### config.mk
export PLATFORM = sky130hd
export DESIGN_NAME = unique_filter_flat
export DESIGN_NICKNAME = d
export VERILOG_FILES = /design/src/rtl/unique_filter_if.sv /design/src/rtl/unique_filter.sv /design/src/flat_wrapper.sv
export SDC_FILE = /design/constraint.sdc
export NUM_CORES = 1
export LEC_CHECK = 0
export ABC_CLOCK_PERIOD_IN_PS = 4500
export BUFFER_PORTS_ARGS = -buffer_cell sky130_fd_sc_hd__buf_4
export CORE_AREA = 3 3 201 203
export DETAILED_ROUTE_END_ITERATION = 10
export DIE_AREA = 0 0 204 206
export GPL_TIMING_DRIVEN = 0
export PLACE_DENSITY_LB_ADDON = 0.2
export SLEW_MARGIN = 20
export SYNTH_ARGS = -nofsm -noshare
export SYNTH_HDL_FRONTEND = slang
export SYNTH_SLANG_ARGS = --single-unit
### constraint.sdc
create_clock -name clk -period 4.5 [get_ports clk]
set_input_delay 0.9 -clock clk [delete_from_list [all_inputs] [get_ports clk]]
set_output_delay 0.9 -clock clk [all_outputs]
set_load 0.005 [all_outputs]
### src/rtl/unique_filter_if.sv
// Stream bundle for unique_filter: sample input, emitted-value output and run status.
// The master side feeds samples and consumes outputs; the slave side is the filter.
interface unique_filter_if #(
  parameter int DATA_W = 8
);
  logic              in_valid;
  logic [DATA_W-1:0] in_data;
  logic              in_ready;
  logic              out_valid;
  logic [DATA_W-1:0] out_data;
  logic [DATA_W:0]   out_idx;
  logic              out_ready;
  logic              dup_flag;
  logic [DATA_W:0]   count;
  logic              done;

  modport slave (
    input  in_valid, in_data, out_ready,
    output in_ready, out_valid, out_data, out_idx, dup_flag, count, done
  );

  modport master (
    output in_valid, in_data, out_ready,
    input  in_ready, out_valid, out_data, out_idx, dup_flag, count, done
  );
endinterface

### src/rtl/unique_filter.sv
// Passes through the first occurrence of each sample value, in arrival order,
// until N_OUT distinct values have been emitted; repeats are dropped with a pulse.
module unique_filter #(
  parameter int DATA_W = 8,
  parameter int N_OUT  = 1 << DATA_W
) (
  input  logic           clk,
  input  logic           rst_n,
  input  logic           clear,
  unique_filter_if.slave bus
);
  localparam int            DEPTH = 1 << DATA_W;
  localparam int            CW    = DATA_W + 1;
  localparam logic [CW-1:0] LAST  = CW'(N_OUT);

  typedef enum logic {RUN, DONE} state_e;

  state_e            state_q, state_d;
  logic [DEPTH-1:0]  bitmap_q, bitmap_d;
  logic [CW-1:0]     count_q, count_d;
  logic [CW-1:0]     out_idx_q, out_idx_d;
  logic [DATA_W-1:0] out_data_q, out_data_d;
  logic              out_valid_q, out_valid_d;
  logic              dup_q, dup_d;

  logic              in_ready;
  logic              accept;
  logic              fresh;
  logic [CW-1:0]     count_inc;

  // rst_n gates in_ready so nothing looks acceptable while reset is held.
  assign in_ready  = rst_n && (state_q == RUN) && !clear &&
                     (!out_valid_q || bus.out_ready);
  assign accept    = bus.in_valid && in_ready;
  assign fresh     = accept && !bitmap_q[bus.in_data];
  assign count_inc = count_q + CW'(1);

  always_comb begin
    state_d     = state_q;
    bitmap_d    = bitmap_q;
    count_d     = count_q;
    out_idx_d   = out_idx_q;
    out_data_d  = out_data_q;
    out_valid_d = out_valid_q;
    dup_d       = 1'b0;
    if (clear) begin
      // A pending output is discarded along with the run history.
      state_d     = RUN;
      bitmap_d    = '0;
      count_d     = '0;
      out_valid_d = 1'b0;
    end else begin
      if (out_valid_q && bus.out_ready) out_valid_d = 1'b0;
      if (fresh) begin
        bitmap_d[bus.in_data] = 1'b1;
        out_data_d            = bus.in_data;
        out_idx_d             = count_q;
        out_valid_d           = 1'b1;
        count_d               = count_inc;
        if (count_inc == LAST) state_d = DONE;
      end
      if (accept && !fresh) dup_d = 1'b1;
    end
  end

  always_ff @(posedge clk or negedge rst_n) begin
    if (!rst_n) begin
      state_q     <= RUN;
      bitmap_q    <= '0;
      count_q     <= '0;
      out_idx_q   <= '0;
      out_data_q  <= '0;
      out_valid_q <= 1'b0;
      dup_q       <= 1'b0;
    end else begin
      state_q     <= state_d;
      bitmap_q    <= bitmap_d;
      count_q     <= count_d;
      out_idx_q   <= out_idx_d;
      out_data_q  <= out_data_d;
      out_valid_q <= out_valid_d;
      dup_q       <= dup_d;
    end
  end

  assign bus.in_ready  = in_ready;
  assign bus.out_valid = out_valid_q;
  assign bus.out_data  = out_data_q;
  assign bus.out_idx   = out_idx_q;
  assign bus.dup_flag  = dup_q;
  assign bus.count     = count_q;
  assign bus.done      = (state_q == DONE);
endmodule

### src/flat_wrapper.sv
// flat-port wrapper written by rule: the top's interface ports become plain ports
module unique_filter_flat 
#(
  parameter int DATA_W = 8,
  parameter int N_OUT  = 1 << DATA_W
)
  (clk, rst_n, clear, bus_in_valid, bus_in_data, bus_out_ready, bus_in_ready, bus_out_valid, bus_out_data, bus_out_idx, bus_dup_flag, bus_count, bus_done);
  unique_filter_if #(.DATA_W(DATA_W)) bus_i ();
  input  logic clk;
  input  logic rst_n;
  input  logic clear;
  input wire logic [$bits(bus_i.in_valid)-1:0] bus_in_valid;
  input wire logic [$bits(bus_i.in_data)-1:0] bus_in_data;
  input wire logic [$bits(bus_i.out_ready)-1:0] bus_out_ready;
  output wire logic [$bits(bus_i.in_ready)-1:0] bus_in_ready;
  output wire logic [$bits(bus_i.out_valid)-1:0] bus_out_valid;
  output wire logic [$bits(bus_i.out_data)-1:0] bus_out_data;
  output wire logic [$bits(bus_i.out_idx)-1:0] bus_out_idx;
  output wire logic [$bits(bus_i.dup_flag)-1:0] bus_dup_flag;
  output wire logic [$bits(bus_i.count)-1:0] bus_count;
  output wire logic [$bits(bus_i.done)-1:0] bus_done;
  assign bus_i.in_valid = bus_in_valid;
  assign bus_i.in_data = bus_in_data;
  assign bus_i.out_ready = bus_out_ready;
  assign bus_in_ready = bus_i.in_ready;
  assign bus_out_valid = bus_i.out_valid;
  assign bus_out_data = bus_i.out_data;
  assign bus_out_idx = bus_i.out_idx;
  assign bus_dup_flag = bus_i.dup_flag;
  assign bus_count = bus_i.count;
  assign bus_done = bus_i.done;
  unique_filter #(.DATA_W(DATA_W), .N_OUT(N_OUT)) u_core (.clk(clk), .rst_n(rst_n), .clear(clear), .bus(bus_i));
endmodule
* After elaboration in Yosys (flattened, before gate mapping)
Cells that the tools add are included. W data, S select, Z words.
Operators by class: add/subtract/negate cells 1, order comparisons 2, equal/unequal tests 1, mux-type cells 16, bitwise operators 3, reductions and logical operators 18
Operators by type and width (number):
- $mux W256 | 2
- $or A256 B256 Y256 | 1
- $mux W9 | 2
- $mux W1 | 10
- $add A9 B1 Y9 const B | 1
- $eq A9 B9 Y1 const B | 1
- $lt A8 B9 Y1 const B | 1
- $bmux W1 S8 | 1
- $demux W1 S8 | 1
- $ge A8 B1 Y1 const B | 1
- $logic_and A1 B1 Y1 | 8
- $logic_not A1 Y1 | 4
- $reduce_and A2 Y1 | 2
- $reduce_bool A2 Y1 | 2
- $reduce_bool A3 Y1 | 1
- $not A1 Y1 | 2
- $logic_or A1 B1 Y1 | 1
Word-level totals: register bits 285, output and inout bits 30, logic and storage cells 48

* Longest topological paths before layout
Gate-level depths: netlist (run 1).
depth in word-level cells 10, mapped depth 14, mapped depth without buffers 8

* Worst setup path after synthesis (run 1)
OpenSTA, ideal clock, no wires.
path kind input -> register, start in bus_in_data[0], end reg u_core.bitmap_q[0], arrival 3.534 ns, slack 0.882 ns, cell stages on the path 13, path buffers 5, cell sequence buf_6 > buf_6 > buf_6 > mux4_2 > a221o_1 > a21oi_1 > a32oi_1 > a211oi_2 > a21oi_2 > or3_1 > buf_2 > buf_6 > o22ai_1
On the way: longest elaborated chain between the ends 7, elaborated cells on any way between the ends 13, classes of those cells order compare (2); mux (6); bitwise (1); reduce/logical (4)
Ends and longest elaborated chain:
- start: declaration | RTL line flat_wrapper.sv:13 | input wire logic [$bits(bus_i.in_data)-1:0] bus_in_data;
- $lt A8 B9 Y1 (implied by the code) / $ge A8 B1 Y1 (equally long branches) | RTL line unique_filter.sv:55 | bitmap_d[bus.in_data] = 1'b1;
- $logic_and A1 B1 Y1 (implied by the code) | RTL line unique_filter.sv:55
- $mux W1 (implied by the code) | RTL line unique_filter.sv:55
- $demux W1 S8
- $or A256 B256 Y256 (no source line)
- $mux W256 | RTL line unique_filter.sv:54 | if (fresh) begin
- $mux W256 | RTL line unique_filter.sv:46 | if (clear) begin
- end signal: assignment | RTL line unique_filter.sv:77 | bitmap_q <= bitmap_d;
- end: declaration | RTL line unique_filter.sv:19 | logic [DEPTH-1:0] bitmap_q, bitmap_d;
Several ways; a longest one is shown, not always the timed one. The select of a mux whose other input is x is not followed. A chain may end at the register's enable or synchronous reset.

* Worst setup path after layout (run 1)
start in bus_in_data[5], end reg u_core.out_idx_q[5], in the netlist u_core.bus.out_idx[5]
On the way: longest elaborated chain between the ends 5
Ends and longest elaborated chain:
- $bmux W1 S8 | RTL line unique_filter.sv:35 | assign fresh = accept && !bitmap_q[bus.in_data];
- $mux W1 (implied by the code) | RTL line unique_filter.sv:35
- $logic_not A1 Y1 | RTL line unique_filter.sv:35
- $logic_and A1 B1 Y1 | RTL line unique_filter.sv:35
- $reduce_and A2 Y1 (no source line)
- end signal: assignment | RTL line unique_filter.sv:79 | out_idx_q <= out_idx_d;
- end: declaration | RTL line unique_filter.sv:21 | logic [CW-1:0] out_idx_q, out_idx_d;
Every way passes these cells. The select of a mux whose other input is x is not followed.

==> impl_results.html, run 1 <==
<table>
<tr><th>Metric</th><th>Value</th></tr>
<tr><th colspan="2">Worst setup path</th></tr>
<tr><td>Maximum fanout encountered on the critical timing path</td><td>10</td></tr>
<tr><td>Element type at the critical path start</td><td>input port</td></tr>
<tr><td>Kind of end point of the critical path</td><td>flip-flop</td></tr>
<tr><td>Critical Path AT</td><td>4700 ps</td></tr>
<tr><td>Startpoint-to-endpoint class of the critical path</td><td>in2reg</td></tr>
<tr><td>Required @ worst endpoint</td><td>4900 ps</td></tr>
<tr><td>Worst reg2reg path depth</td><td>9</td></tr>
<tr><td>Worst reg2reg path startpoint</td><td>u_core.bitmap_q[175]</td></tr>
<tr><td>Critical path origin</td><td>bus_in_data[5]</td></tr>
<tr><th colspan="2">Global route</th></tr>
<tr><td>Grt total ovfl</td><td>0</td></tr>
<tr><td>Antenna violations before repair</td><td>0</td></tr>
<tr><td>Wire length of the first global-routing pass</td><td>65,500 µm</td></tr>
<tr><td>All-layer global routing usage</td><td>20.7%</td></tr>
<tr><td>Maximum number of pins on one net before global-route repair</td><td>89</td></tr>
<tr><td>Number of global-route vias before repair</td><td>10,159</td></tr>
<tr><th colspan="2">Floorplan</th></tr>
<tr><td>Row count</td><td>72</td></tr>
<tr><td>I/O pin total</td><td>43</td></tr>
<tr><td>Horiz. Die Dim</td><td>204 µm</td></tr>
<tr><td>Die area</td><td>42,000 µm²</td></tr>
<tr><td>Effective utilization at floorplan</td><td>34.9%</td></tr>
<tr><td>Core outline area</td><td>38,600 µm²</td></tr>
<tr><td>Vertical die dimension</td><td>206 µm</td></tr>
<tr><th colspan="2">Power and ir drop</th></tr>
<tr><td>Internal power</td><td>4330 µW</td></tr>
<tr><td>Standby leakage power</td><td>0.00631 µW</td></tr>
<tr><td>Part of the total power dissipated in combinational logic</td><td>7.7%</td></tr>
<tr><td>Reported net switching power</td><td>1410 µW</td></tr>
<tr><td>Cell Pwr Density</td><td>367 nW/µm²</td></tr>
<tr><td>Sw Share</td><td>24.6%</td></tr>
<tr><td>Power share of the clock group</td><td>46.8%</td></tr>
<tr><td>Peak supply drop</td><td>0.000178 V</td></tr>
<tr><td>Part of the power in registers</td><td>45.5%</td></tr>
<tr><th colspan="2">Synthesis</th></tr>
<tr><td>Yosys warnings</td><td>0</td></tr>
<tr><td>Number of synthesized flops with an enable pin</td><td>0</td></tr>
<tr><td>Avg Inst Size Synth</td><td>10.8 µm²</td></tr>
<tr><td>Largest cells by area after synthesis</td><td>sky130_fd_sc_hd__dfrtp_1 53%, sky130_fd_sc_hd__o22ai_1 11%, sky130_fd_sc_hd__mux4_2 9.5%</td></tr>
<tr><td>Number of flip-flops and latches in the synthesized netlist</td><td>285</td></tr>
<tr><td>Number of nets in the synthesized netlist</td><td>1,267</td></tr>
<tr><td>Sequential area share after synthesis</td><td>52.8%</td></tr>
<tr><td>Gate count after technology mapping</td><td>1,253</td></tr>
<tr><td>Library cell with the largest summed area after synthesis</td><td>sky130_fd_sc_hd__dfrtp_1</td></tr>
<tr><td>Most used flip-flop cell after synthesis</td><td>sky130_fd_sc_hd__dfrtp_1</td></tr>
<tr><td>Distinct cell type count after synthesis</td><td>56</td></tr>
<tr><td>Post-synthesis instance area</td><td>13,500 µm²</td></tr>
<tr><td>Proportion of netlist area held by the largest area contributor</td><td>52.8%</td></tr>
<tr><td>Post-synth ARST share</td><td>100%</td></tr>
<tr><th colspan="2">Routing</th></tr>
<tr><td>DRC violation count after routing</td><td>0</td></tr>
<tr><td>Detail Route Antenna Nets</td><td>0</td></tr>
<tr><td>Via density per instance</td><td>5.40</td></tr>
<tr><td>Detailed-route via count</td><td>10,095</td></tr>
<tr><td>Met2 Wirelength</td><td>19,400 µm</td></tr>
<tr><td>Iteration-0 DRC count of the detailed router</td><td>804</td></tr>
<tr><td>WL final</td><td>43,200 µm</td></tr>
<tr><td>Final routed wire length divided by cell count</td><td>23.1 µm</td></tr>
<tr><td>Total routed wire length on the met1 layer</td><td>19,600 µm</td></tr>
<tr><td>Pre-antenna DRT Iters</td><td>5</td></tr>
<tr><td>Highest metal layer with signal wires</td><td>met4</td></tr>
<tr><td>Total length of routed met3 wires</td><td>2660 µm</td></tr>
<tr><th colspan="2">Final layout</th></tr>
<tr><td>NumNets Final</td><td>1,345</td></tr>
<tr><td>Most frequent cells in the layout</td><td>285 x sky130_fd_sc_hd__dfrtp_1, 261 x sky130_fd_sc_hd__inv_1, 234 x sky130_fd_sc_hd__o22ai_1, 98 x sky130_fd_sc_hd__nand2_1, 57 x sky130_fd_sc_hd__mux4_2</td></tr>
<tr><td>Diode count</td><td>0</td></tr>
<tr><td>Leading cell type in the layout, fill and taps excluded</td><td>sky130_fd_sc_hd__dfrtp_1</td></tr>
<tr><td>Fraction of final layout cells sized beyond drive strength 1</td><td>17.8%</td></tr>
<tr><td>Fill cell count</td><td>3,743</td></tr>
<tr><td>End-of-flow core utilization</td><td>40.4%</td></tr>
<tr><td>Synthesis-to-finish area growth</td><td>15.7%</td></tr>
<tr><th colspan="2">Timing</th></tr>
<tr><td>Final hold violations</td><td>0</td></tr>
<tr><td>Setup TNS Final</td><td>0 ps</td></tr>
<tr><td>Clock skew</td><td>18.4 ps</td></tr>
<tr><td>Maximum clock frequency</td><td>232 MHz</td></tr>
<tr><td>Actual transition at the worst max-transition pin</td><td>1380 ps</td></tr>
<tr><td>Share of the clock period used by the worst path after layout</td><td>95.7%</td></tr>
<tr><td>Count of pins over their slew limit</td><td>0</td></tr>
<tr><td>Relative slew slack</td><td>6.90%</td></tr>
<tr><td>Number of setup violations in the final report</td><td>0</td></tr>
<tr><td>Setup repair after global routing missed its margin</td><td>no</td></tr>
<tr><td>Crit path time final</td><td>4310 ps</td></tr>
<tr><th colspan="2">Placed design</th></tr>
<tr><td>Sum of net half-perimeters after detailed placement</td><td>31,100 µm</td></tr>
<tr><td>Placer's final routability congestion estimate</td><td>0.877</td></tr>
<tr><td>Number of input and output port buffers inserted</td><td>39</td></tr>
<tr><th colspan="2">Clock tree</th></tr>
<tr><td>CTS-repair resized insts</td><td>3</td></tr>
<tr><td>TritonCTS buffer count</td><td>34</td></tr>
<tr><td>Maximum count of clock buffers along a single path</td><td>3</td></tr>
<tr><td>CTS root buf</td><td>sky130_fd_sc_hd__clkbuf_16</td></tr>
<tr><td>Latest clock arrival within the worst-skew pair</td><td>520 ps</td></tr>
<tr><td>Total setup buffers inserted after CTS</td><td>0</td></tr>
<tr><td>Clock tree from TritonCTS</td><td>yes</td></tr>
<tr><td>Number of clock sinks</td><td>285</td></tr>
<tr><td>CTS clock-pin slew for the worst setup and hold paths</td><td>60 ps</td></tr>
<tr><td>Number of levels the H-tree was split into</td><td>2</td></tr>
<tr><td>Post-CTS Hold Fix Bufs</td><td>0</td></tr>
<tr><th colspan="2">Min path</th></tr>
<tr><td>Worst min-delay path class</td><td>in2async</td></tr>
<tr><th colspan="2">Flow run</th></tr>
<tr><td>Max Cap Violations</td><td>0</td></tr>
<tr><th colspan="2">Run status</th></tr>
<tr><td>Result of the run</td><td>completed</td></tr>
</table>
==> sequential cells by signal, indices dropped and copies added (netlist names) <==
signal and cells:
u_core.bitmap_q 256, u_core.bus.count 9, u_core.bus.out_idx 9, u_core.bus.out_data 8, u_core.bus.done 1, u_core.bus.dup_flag 1, u_core.bus.out_valid 1
==> final timing paths <==
check	end	slack, ps
max	u_core.bus.out_idx[5]	190
max in group asynchronous	u_core.bitmap_q[70]	3080
max reg2reg	u_core.bitmap_q[123]	1010
min in group clk	u_core.bus.out_data[3]	480
min	u_core.bitmap_q[231]	280
min reg2reg	u_core.bus.out_data[3]	480
==> power groups by stage <==
stage	combinational, µW	sequential (µW)	clock (µW)
2_1_floorplan	208	2650	0
5_1_grt	474	2610	2840
3_5_place_dp	439	2660	0
4_1_cts	441	2610	2740
6_report	440	2610	2690
3_3_place_gp	427	2660	0
==> Yosys cell counts, types with 2 or more instances <==
cell type,n
sky130_fd_sc_hd__dfrtp_1,285
sky130_fd_sc_hd__inv_1,261
sky130_fd_sc_hd__o22ai_1,234
sky130_fd_sc_hd__nand2_1,98
sky130_fd_sc_hd__mux4_2,57
sky130_fd_sc_hd__clkbuf_1,47
sky130_fd_sc_hd__mux2i_1,28
sky130_fd_sc_hd__nor2_1,26
sky130_fd_sc_hd__o22ai_2,24
sky130_fd_sc_hd__buf_2,23
sky130_fd_sc_hd__buf_6,16
sky130_fd_sc_hd__mux2_2,15
sky130_fd_sc_hd__nand3_1,14
sky130_fd_sc_hd__nor3_1,13
sky130_fd_sc_hd__nor2b_1,10
sky130_fd_sc_hd__a22oi_1,8
sky130_fd_sc_hd__nor3b_1,7
sky130_fd_sc_hd__o21ai_0,6
sky130_fd_sc_hd__nand2b_1,5
sky130_fd_sc_hd__a211o_1,4
sky130_fd_sc_hd__a22o_1,4
sky130_fd_sc_hd__and3_1,4
sky130_fd_sc_hd__buf_4,4
sky130_fd_sc_hd__o211ai_1,4
sky130_fd_sc_hd__or3_1,4
sky130_fd_sc_hd__a21o_1,3
sky130_fd_sc_hd__a21oi_1,3
sky130_fd_sc_hd__buf_1,3
sky130_fd_sc_hd__nand3b_1,3
sky130_fd_sc_hd__nand4_1,3
sky130_fd_sc_hd__nor4_1,3
sky130_fd_sc_hd__a221o_1,2
sky130_fd_sc_hd__a31oi_1,2
sky130_fd_sc_hd__a32oi_1,2
sky130_fd_sc_hd__a41oi_1,2
sky130_fd_sc_hd__and2_1,2
sky130_fd_sc_hd__clkinv_1,2
sky130_fd_sc_hd__o2111ai_1,2
sky130_fd_sc_hd__or4_1,2
sky130_fd_sc_hd__xor2_1,2
==> kinds of logic (layout without fill, tap and decap cells) <==
family | count (synthesis) | in the layout | share of synthesized area [%]
flip-flops | 285 | 285 | 52.8
multiplexers | 100 | 100 | 12.8
adder cells (fa/ha/maj) | 1 | 1 | 0.0926
AND/OR/NAND/NOR | 198 | 198 | 6.90
buffers and inverters | 356 | 454 | 11.1
XOR/XNOR | 3 | 3 | 0.195
AO/OA/AOI/OAI | 310 | 310 | 16.1
==> area by class of cell <==
class	count	area [µm²]	area share, %
multi-input cells	612	4880	31.2
well taps	518	648	4.15
plain buffers	93	524	3.35
clock inverters	10	119	0.761
flip-flops and latches	285	7130	45.6
clock buffers	46	956	6.12
inverters	263	987	6.32
repair buffers	42	383	2.45
==> through the flow <==
| stage | power (µW) | hold WS (ps) | setup WS, ps | area, µm² | instances |
|---|---|---|---|---|---|
| after detailed placement | 3100 | 473 | -570 | 14500 | 1813 |
| after CTS | 5790 | 289 | 15.8 | 15600 | 1869 |
| after global placement | 3090 | 466 | -2150 | 14400 | 1810 |
| final | 5740 | 275 | 192 | 15600 | 1869 |
| after global routing | 5930 | 304 | 32.3 | 15600 | 1869 |
| after floorplan | 2860 | 470 | 882 | 13500 | 1253 |
==> worst max-delay path, stage by stage <==
cell,delay (ps)
sky130_fd_sc_hd__clkbuf_1,490
sky130_fd_sc_hd__clkbuf_1,640
sky130_fd_sc_hd__nor2b_1,570
sky130_fd_sc_hd__nand3_1,140
sky130_fd_sc_hd__a311oi_1,680
sky130_fd_sc_hd__nor4b_4,130
sky130_fd_sc_hd__a21oi_2,270
sky130_fd_sc_hd__buf_2,290
sky130_fd_sc_hd__buf_4,230
sky130_fd_sc_hd__mux2_2,350
==> layer usage <==
metal  vias up  GRT usage (%)
met5         -              0
met4         0           7.08
met3        91           3.75
met2       355           31.9
met1      5117           29.6
li1       4532              -
(Power assumes the default switching activity.)
==> run 2: changes to the inputs <==
--- a/config.mk
+++ b/config.mk
@@ -6,10 +6,10 @@
 export NUM_CORES = 1
 export LEC_CHECK = 0
 export ABC_CLOCK_PERIOD_IN_PS = 4500
-export BUFFER_PORTS_ARGS = -buffer_cell sky130_fd_sc_hd__buf_4
 export CORE_AREA = 3 3 201 203
 export DETAILED_ROUTE_END_ITERATION = 10
 export DIE_AREA = 0 0 204 206
+export DONT_BUFFER_PORTS = 1
 export GPL_TIMING_DRIVEN = 0
 export PLACE_DENSITY_LB_ADDON = 0.2
 export SLEW_MARGIN = 20
==> run 2 against run 1 <==
Combinational power decreased by 26%. Maximum frequency increased by 0.59%. Non-clock buffer count decreased by 42. Largest cell class unchanged. Sequential share of layout area increased by 1.1 points. Wire length decreased by 0.12%. Highest routed layer unchanged. Clock-buffer cell count unchanged. Clock skew decreased by 9.2 ps. Design area decreased by 2.4%. Final cell count decreased by 2.2%.
==> impl_results.html, run 2 (synthesis gave the netlist of run 1 again) <==
<table>
<tr><th>Metric</th><th>Value</th></tr>
<tr><th colspan="2">Timing</th></tr>
<tr><td>Count of pins over their slew limit</td><td>0</td></tr>
<tr><td>Number of setup violations in the final report</td><td>0</td></tr>
<tr><td>Setup repair after global routing missed its margin</td><td>no</td></tr>
<tr><td>Relative slew slack</td><td>35.0%</td></tr>
<tr><td>Share of the clock period used by the worst path after layout</td><td>95.2%</td></tr>
<tr><td>Maximum clock frequency</td><td>233 MHz</td></tr>
<tr><td>Setup TNS Final</td><td>0 ps</td></tr>
<tr><td>Actual transition at the worst max-transition pin</td><td>967 ps</td></tr>
<tr><td>Clock skew</td><td>9.17 ps</td></tr>
<tr><td>Final setup margin</td><td>217 ps</td></tr>
<tr><td>Crit path time final</td><td>4280 ps</td></tr>
<tr><td>Final hold violations</td><td>0</td></tr>
<tr><th colspan="2">Power and ir drop</th></tr>
<tr><td>Standby leakage power</td><td>0.00606 µW</td></tr>
<tr><td>Power, Total</td><td>5590 µW</td></tr>
<tr><td>Part of the total power dissipated in combinational logic</td><td>5.8%</td></tr>
<tr><td>Internal power</td><td>4280 µW</td></tr>
<tr><td>Cell Pwr Density</td><td>366 nW/µm²</td></tr>
<tr><td>Part of the power in registers</td><td>46.8%</td></tr>
<tr><td>Reported net switching power</td><td>1310 µW</td></tr>
<tr><td>Power share of the clock group</td><td>47.3%</td></tr>
<tr><td>Sw Share</td><td>23.5%</td></tr>
<tr><td>Peak supply drop</td><td>0.000254 V</td></tr>
<tr><th colspan="2">Final layout</th></tr>
<tr><td>Area taken by multi-input logic gates</td><td>4890 µm²</td></tr>
<tr><td>Most frequent cells in the layout</td><td>285 x sky130_fd_sc_hd__dfrtp_1, 261 x sky130_fd_sc_hd__inv_1, 234 x sky130_fd_sc_hd__o22ai_1, 98 x sky130_fd_sc_hd__nand2_1, 57 x sky130_fd_sc_hd__mux4_2</td></tr>
<tr><td>Post-route cell area</td><td>15,300 µm²</td></tr>
<tr><td>Fill cell count</td><td>3,756</td></tr>
<tr><td>Fraction of final layout cells sized beyond drive strength 1</td><td>15.4%</td></tr>
<tr><td>NumNets Final</td><td>1,300</td></tr>
<tr><td>Synthesis-to-finish area growth</td><td>12.9%</td></tr>
<tr><td>FF+latch area</td><td>7130 µm²</td></tr>
<tr><td>Leading cell type in the layout, fill and taps excluded</td><td>sky130_fd_sc_hd__dfrtp_1</td></tr>
<tr><td>Max reg flops</td><td>256</td></tr>
<tr><td>Top reg by flops</td><td>u_core.bitmap_q</td></tr>
<tr><th colspan="2">Global route</th></tr>
<tr><td>Maximum number of pins on one net before global-route repair</td><td>287</td></tr>
<tr><td>All-layer global routing usage</td><td>20.7%</td></tr>
<tr><td>Number of global-route vias before repair</td><td>9,971</td></tr>
<tr><td>Grt total ovfl</td><td>0</td></tr>
<tr><td>Antenna violations before repair</td><td>0</td></tr>
<tr><td>Wire length of the first global-routing pass</td><td>65,400 µm</td></tr>
<tr><th colspan="2">Routing</th></tr>
<tr><td>Detailed-route via count</td><td>10,009</td></tr>
<tr><td>DRC violation count after routing</td><td>0</td></tr>
<tr><td>WL final</td><td>43,200 µm</td></tr>
<tr><td>Iteration-0 DRC count of the detailed router</td><td>1,031</td></tr>
<tr><td>Final routed wire length divided by cell count</td><td>23.6 µm</td></tr>
<tr><td>Detail Route Antenna Nets</td><td>0</td></tr>
<tr><td>Via density per instance</td><td>5.48</td></tr>
<tr><td>Pre-antenna DRT Iters</td><td>5</td></tr>
<tr><th colspan="2">Clock tree</th></tr>
<tr><td>Latest clock arrival within the worst-skew pair</td><td>560 ps</td></tr>
<tr><td>CTS root buf</td><td>sky130_fd_sc_hd__clkbuf_16</td></tr>
<tr><td>Maximum count of clock buffers along a single path</td><td>3</td></tr>
<tr><td>Total setup buffers inserted after CTS</td><td>0</td></tr>
<tr><td>CTS clock-pin slew for the worst setup and hold paths</td><td>60 ps</td></tr>
<tr><td>Number of levels the H-tree was split into</td><td>1</td></tr>
<tr><td>Number of clock sinks</td><td>285</td></tr>
<tr><td>Clock tree from TritonCTS</td><td>yes</td></tr>
<tr><td>TritonCTS buffer count</td><td>31</td></tr>
<tr><th colspan="2">Placed design</th></tr>
<tr><td>Place WS</td><td>-675 ps</td></tr>
<tr><td>Post-place instance area</td><td>14,200 µm²</td></tr>
<tr><td>Placer's final routability congestion estimate</td><td>0.843</td></tr>
<tr><td>Sum of net half-perimeters after detailed placement</td><td>30,600 µm</td></tr>
<tr><td>Number of input and output port buffers inserted</td><td>0</td></tr>
<tr><th colspan="2">Floorplan</th></tr>
<tr><td>Vertical die dimension</td><td>206 µm</td></tr>
<tr><td>Core outline area</td><td>38,600 µm²</td></tr>
<tr><td>Effective utilization at floorplan</td><td>34.9%</td></tr>
<tr><td>Row count</td><td>72</td></tr>
<tr><td>Die area</td><td>42,000 µm²</td></tr>
<tr><td>Horiz. Die Dim</td><td>204 µm</td></tr>
<tr><td>I/O pin total</td><td>43</td></tr>
<tr><th colspan="2">Flow run</th></tr>
<tr><td>Max Cap Violations</td><td>0</td></tr>
<tr><th colspan="2">Worst setup path</th></tr>
<tr><td>Critical Path AT</td><td>4720 ps</td></tr>
<tr><td>Element type at the critical path start</td><td>input port</td></tr>
<tr><td>Startpoint-to-endpoint class of the critical path</td><td>in2reg</td></tr>
<tr><td>Kind of end point of the critical path</td><td>flip-flop</td></tr>
<tr><td>Required @ worst endpoint</td><td>4940 ps</td></tr>
<tr><td>Maximum fanout encountered on the critical timing path</td><td>10</td></tr>
<tr><td>Worst reg2reg path depth</td><td>9</td></tr>
<tr><th colspan="2">Min path</th></tr>
<tr><td>Worst min-delay path class</td><td>in2async</td></tr>
<tr><th colspan="2">Run status</th></tr>
<tr><td>Result of the run</td><td>completed</td></tr>
</table>
run 2: path summary, 6_finish.rpt:
path / slack (ps) / startpoint / to
min in group clk: 510 / u_core.bus.out_idx[4] / u_core.bus.out_idx[4]
max reg2reg: 1110 / u_core.bitmap_q[175] / u_core.bitmap_q[123]
min reg2reg: 510 / u_core.bus.out_idx[4] / u_core.bus.out_idx[4]
min: 30 / rst_n / u_core.bitmap_q[210]
max: 220 / bus_in_data[5] / u_core.bus.out_idx[7]
max in group asynchronous: 3980 / rst_n / u_core.bitmap_q[11]
run 2: power groups by stage:
stage	Combinational [µW]	Sequential (µW)	Clock, µW
2_1_floorplan	208	2650	0
3_3_place_gp	320	2670	0
3_5_place_dp	322	2670	0
4_1_cts	323	2620	2700
5_1_grt	347	2620	2800
6_report	326	2620	2650
run 2: cell type report:
type / count / area share [%]
flip-flops and latches: 285 / 46.8
multi-input cells: 612 / 32.1
inverters: 263 / 6.47
clock buffers: 46 / 6.11
well taps: 518 / 4.25
plain buffers: 93 / 3.45
clock inverters: 10 / 0.878
diodes: 1 / 0.0164
run 2: layer usage:
metal / vias up / GRT usage [%] / part of all wire (%)
li1: 4457 / - / -
met1: 5101 / 29.6 / 45
met2: 369 / 32.3 / 45
met3: 82 / 3.29 / 6.4
met4: 0 / 6.88 / 3.5
met5: - / 0 / 0
run 2: timing repair:
action | in CTS | in global routing
gates resized for setup | 3 | 5
hold buffers | 0 | 0
endpoints found under the setup margin | 59 | 65
run 2: through the flow:
| stage | hold slack, ps | instances | util, % |
|---|---|---|---|
| after global placement | 500 | 1771 | 36.6 |
| after CTS | 13.4 | 1827 | 39.4 |
| after global routing | 7.43 | 1827 | 39.5 |
| after floorplan | 470 | 1253 | - |
| after detailed placement | 499 | 1771 | 36.6 |
| final | 30.2 | 1828 | 39.5 |
run 2: worst max-delay path, cell delays in order:
cell	delay [ps]
sky130_fd_sc_hd__clkbuf_1	480
sky130_fd_sc_hd__clkbuf_1	640
sky130_fd_sc_hd__nor2b_1	580
sky130_fd_sc_hd__nand3_1	150
sky130_fd_sc_hd__a311oi_1	660
sky130_fd_sc_hd__nor4b_4	120
sky130_fd_sc_hd__a21oi_2	280
sky130_fd_sc_hd__buf_2	310
sky130_fd_sc_hd__buf_4	240
sky130_fd_sc_hd__mux2_2	350
==> run 3: changes to the inputs <==
--- a/config.mk
+++ b/config.mk
@@ -11,6 +11,7 @@
 export DIE_AREA = 0 0 204 206
 export DONT_BUFFER_PORTS = 1
 export GPL_TIMING_DRIVEN = 0
+export HOLD_SLACK_MARGIN = 0.06
 export PLACE_DENSITY_LB_ADDON = 0.2
 export SLEW_MARGIN = 20
 export SYNTH_ARGS = -nofsm -noshare
==> run 3 against run 2 <==
Setup slack worse by 25 ps. Clock skew up 5.6 ps. Sequential cell count unchanged. Final cell count unchanged. Clock-buffer cell count unchanged. First-iteration DRC count down 13%. Sequential share of layout area down 0.077 points. Combinational power up 6.4%. Critical path type unchanged. Largest power group unchanged. Highest routed layer unchanged.
==> impl_results.html, run 3 (synthesis gave the netlist of run 1 again) <==
<table>
<tr><th>Metric</th><th>Value</th></tr>
<tr><th colspan="2">Power and ir drop</th></tr>
<tr><td>Part of the power in registers</td><td>46.6%</td></tr>
<tr><td>Internal power</td><td>4280 µW</td></tr>
<tr><td>Peak supply drop</td><td>0.000250 V</td></tr>
<tr><td>Part of the total power dissipated in combinational logic</td><td>6.2%</td></tr>
<tr><td>Cell Pwr Density</td><td>368 nW/µm²</td></tr>
<tr><td>Sw Share</td><td>23.8%</td></tr>
<tr><td>Power share of the clock group</td><td>47.2%</td></tr>
<tr><td>Reported net switching power</td><td>1340 µW</td></tr>
<tr><td>Standby leakage power</td><td>0.00607 µW</td></tr>
<tr><th colspan="2">Clock tree</th></tr>
<tr><td>Number of clock sinks</td><td>285</td></tr>
<tr><td>Total setup buffers inserted after CTS</td><td>0</td></tr>
<tr><td>CTS root buf</td><td>sky130_fd_sc_hd__clkbuf_16</td></tr>
<tr><td>TritonCTS buffer count</td><td>31</td></tr>
<tr><td>Maximum count of clock buffers along a single path</td><td>3</td></tr>
<tr><td>Number of levels the H-tree was split into</td><td>1</td></tr>
<tr><td>CTS clock-pin slew for the worst setup and hold paths</td><td>60 ps</td></tr>
<tr><td>Latest clock arrival within the worst-skew pair</td><td>570 ps</td></tr>
<tr><td>Clock tree from TritonCTS</td><td>yes</td></tr>
<tr><th colspan="2">Final layout</th></tr>
<tr><td>Fill cell count</td><td>3,752</td></tr>
<tr><td>Leading cell type in the layout, fill and taps excluded</td><td>sky130_fd_sc_hd__dfrtp_1</td></tr>
<tr><td>Diode count</td><td>0</td></tr>
<tr><td>Synthesis-to-finish area growth</td><td>13.1%</td></tr>
<tr><td>Fraction of final layout cells sized beyond drive strength 1</td><td>15.4%</td></tr>
<tr><td>End-of-flow core utilization</td><td>39.5%</td></tr>
<tr><td>Most frequent cells in the layout</td><td>285 x sky130_fd_sc_hd__dfrtp_1, 261 x sky130_fd_sc_hd__inv_1, 234 x sky130_fd_sc_hd__o22ai_1, 98 x sky130_fd_sc_hd__nand2_1, 57 x sky130_fd_sc_hd__mux4_2</td></tr>
<tr><td>Finished Layout Cells</td><td>1,828</td></tr>
<tr><td>NumNets Final</td><td>1,301</td></tr>
<tr><td>Post-route cell area</td><td>15,300 µm²</td></tr>
<tr><td>Max reg flops</td><td>256</td></tr>
<tr><td>Top reg by flops</td><td>u_core.bitmap_q</td></tr>
<tr><th colspan="2">Timing</th></tr>
<tr><td>Number of setup violations in the final report</td><td>0</td></tr>
<tr><td>Clock skew</td><td>14.8 ps</td></tr>
<tr><td>Maximum clock frequency</td><td>232 MHz</td></tr>
<tr><td>Actual transition at the worst max-transition pin</td><td>1010 ps</td></tr>
<tr><td>Setup repair after global routing missed its margin</td><td>no</td></tr>
<tr><td>Relative slew slack</td><td>31.9%</td></tr>
<tr><td>Count of pins over their slew limit</td><td>0</td></tr>
<tr><td>Setup TNS Final</td><td>0 ps</td></tr>
<tr><td>Crit path time final</td><td>4310 ps</td></tr>
<tr><td>Share of the clock period used by the worst path after layout</td><td>95.7%</td></tr>
<tr><td>Final setup margin</td><td>192 ps</td></tr>
<tr><td>Final hold violations</td><td>0</td></tr>
<tr><th colspan="2">Floorplan</th></tr>
<tr><td>I/O pin total</td><td>43</td></tr>
<tr><td>Die area</td><td>42,000 µm²</td></tr>
<tr><td>Core outline area</td><td>38,600 µm²</td></tr>
<tr><td>Vertical die dimension</td><td>206 µm</td></tr>
<tr><td>Row count</td><td>72</td></tr>
<tr><td>Horiz. Die Dim</td><td>204 µm</td></tr>
<tr><td>Effective utilization at floorplan</td><td>34.9%</td></tr>
<tr><th colspan="2">Worst setup path</th></tr>
<tr><td>Delay contributed by the slowest stage of the critical path</td><td>670 ps</td></tr>
<tr><td>Critical-path cell list</td><td>clkbuf_1 -&gt; clkbuf_1 -&gt; nor2b_1 -&gt; nand3_1 -&gt; a311oi_1 -&gt; nor4b_4 -&gt; a21oi_2 -&gt; buf_2 -&gt; buf_4 -&gt; mux2_2</td></tr>
<tr><td>Element type at the critical path start</td><td>input port</td></tr>
<tr><td>Startpoint-to-endpoint class of the critical path</td><td>in2reg</td></tr>
<tr><td>Maximum fanout encountered on the critical timing path</td><td>10</td></tr>
<tr><td>Crit-path leading delay family</td><td>buffers and inverters</td></tr>
<tr><td>Required @ worst endpoint</td><td>4940 ps</td></tr>
<tr><td>Critical Path AT</td><td>4750 ps</td></tr>
<tr><td>Worst-path cell with the longest stage delay</td><td>sky130_fd_sc_hd__a311oi_1</td></tr>
<tr><td>Kind of end point of the critical path</td><td>flip-flop</td></tr>
<tr><td>Cell repeated most along the worst path</td><td>sky130_fd_sc_hd__clkbuf_1</td></tr>
<tr><td>Buffering stage count on the worst path with inverters included</td><td>4</td></tr>
<tr><th colspan="2">Routing</th></tr>
<tr><td>Detailed-route via count</td><td>9,965</td></tr>
<tr><td>DRC violation count after routing</td><td>0</td></tr>
<tr><td>Via density per instance</td><td>5.45</td></tr>
<tr><td>WL final</td><td>43,400 µm</td></tr>
<tr><td>Detail Route Antenna Nets</td><td>0</td></tr>
<tr><td>Pre-antenna DRT Iters</td><td>7</td></tr>
<tr><td>Iteration-0 DRC count of the detailed router</td><td>893</td></tr>
<tr><td>Final routed wire length divided by cell count</td><td>23.7 µm</td></tr>
<tr><th colspan="2">Global route</th></tr>
<tr><td>Grt total ovfl</td><td>0</td></tr>
<tr><td>Number of global-route vias before repair</td><td>9,971</td></tr>
<tr><td>Maximum number of pins on one net before global-route repair</td><td>287</td></tr>
<tr><td>Wire length of the first global-routing pass</td><td>65,400 µm</td></tr>
<tr><td>Antenna violations before repair</td><td>0</td></tr>
<tr><td>All-layer global routing usage</td><td>20.7%</td></tr>
<tr><th colspan="2">Placed design</th></tr>
<tr><td>Post-place instance area</td><td>14,200 µm²</td></tr>
<tr><td>Placer's final routability congestion estimate</td><td>0.843</td></tr>
<tr><td>Sum of net half-perimeters after detailed placement</td><td>30,600 µm</td></tr>
<tr><td>Number of input and output port buffers inserted</td><td>0</td></tr>
<tr><td>Place WS</td><td>-675 ps</td></tr>
<tr><td>Cell Count Post-Placement</td><td>1,771</td></tr>
<tr><th colspan="2">Flow run</th></tr>
<tr><td>Max Cap Violations</td><td>0</td></tr>
<tr><th colspan="2">Min path</th></tr>
<tr><td>Worst min-delay path class</td><td>in2async</td></tr>
<tr><th colspan="2">Run status</th></tr>
<tr><td>Result of the run</td><td>completed</td></tr>
</table>
[run 3: changes by cell type in the layout (fill, tap and decap cells not counted)]
cell                      previous run  this run
sky130_fd_sc_hd__buf_16              0         1
sky130_fd_sc_hd__diode_2             1         0
[run 3: worst paths after layout]
kind	start	end	slack (ps)	cells after the start
max	bus_in_data[5]	u_core.bus.out_idx[7]	190	10
min	rst_n	u_core.bitmap_q[244]	40	0
max reg2reg	u_core.bitmap_q[175]	u_core.bitmap_q[123]	1130	9
min reg2reg	u_core.bus.out_idx[4]	u_core.bus.out_idx[4]	510	2
max in group asynchronous	rst_n	u_core.bus.count[6]	3760	1
min in group clk	u_core.bus.out_idx[4]	u_core.bus.out_idx[4]	510	2
[run 3: per-layer routing]
| metal | wire length, µm | track usage (%) | vias to the layer above |
|---|---|---|---|
| li1 | - | - | 4470 |
| met1 | 19500 | 29.6 | 5088 |
| met2 | 19700 | 32.3 | 323 |
| met3 | 2650 | 3.29 | 84 |
| met4 | 1580 | 6.88 | 0 |
| met5 | 0 | 0 | - |
[run 3: final cells by class]
type                    instances  area (µm²)  area share (%)
multi-input cells             612        4890            32.0
flip-flops and latches        285        7130            46.7
clock buffers                  46         932            6.10
repair buffers                  1        27.5           0.180
well taps                     518         648            4.24
clock inverters                10         134           0.876
plain buffers                  93         526            3.44
inverters                     263         987            6.46
[run 3: power groups by stage]
stage | Clock (µW) | Sequential, µW | Combinational, µW
2_1_floorplan | 0 | 2650 | 208
3_3_place_gp | 0 | 2670 | 320
3_5_place_dp | 0 | 2670 | 322
4_1_cts | 2700 | 2620 | 323
5_1_grt | 2800 | 2620 | 372
6_report | 2650 | 2620 | 347
[run 3: what timing repair did]
action	4_1_cts	5_1_grt
resized for setup	3	5
pin swaps	0	0
endpoints found under the setup margin	59	65
endpoints found under the hold margin	285	108
[run 3: per-stage QoR]
stage	power, µW	hold WS [ps]
after global routing	5790	13.5
after detailed placement	2990	499
after CTS	5640	13.4
final	5620	35.4
after global placement	2990	500
after floorplan	2860	470
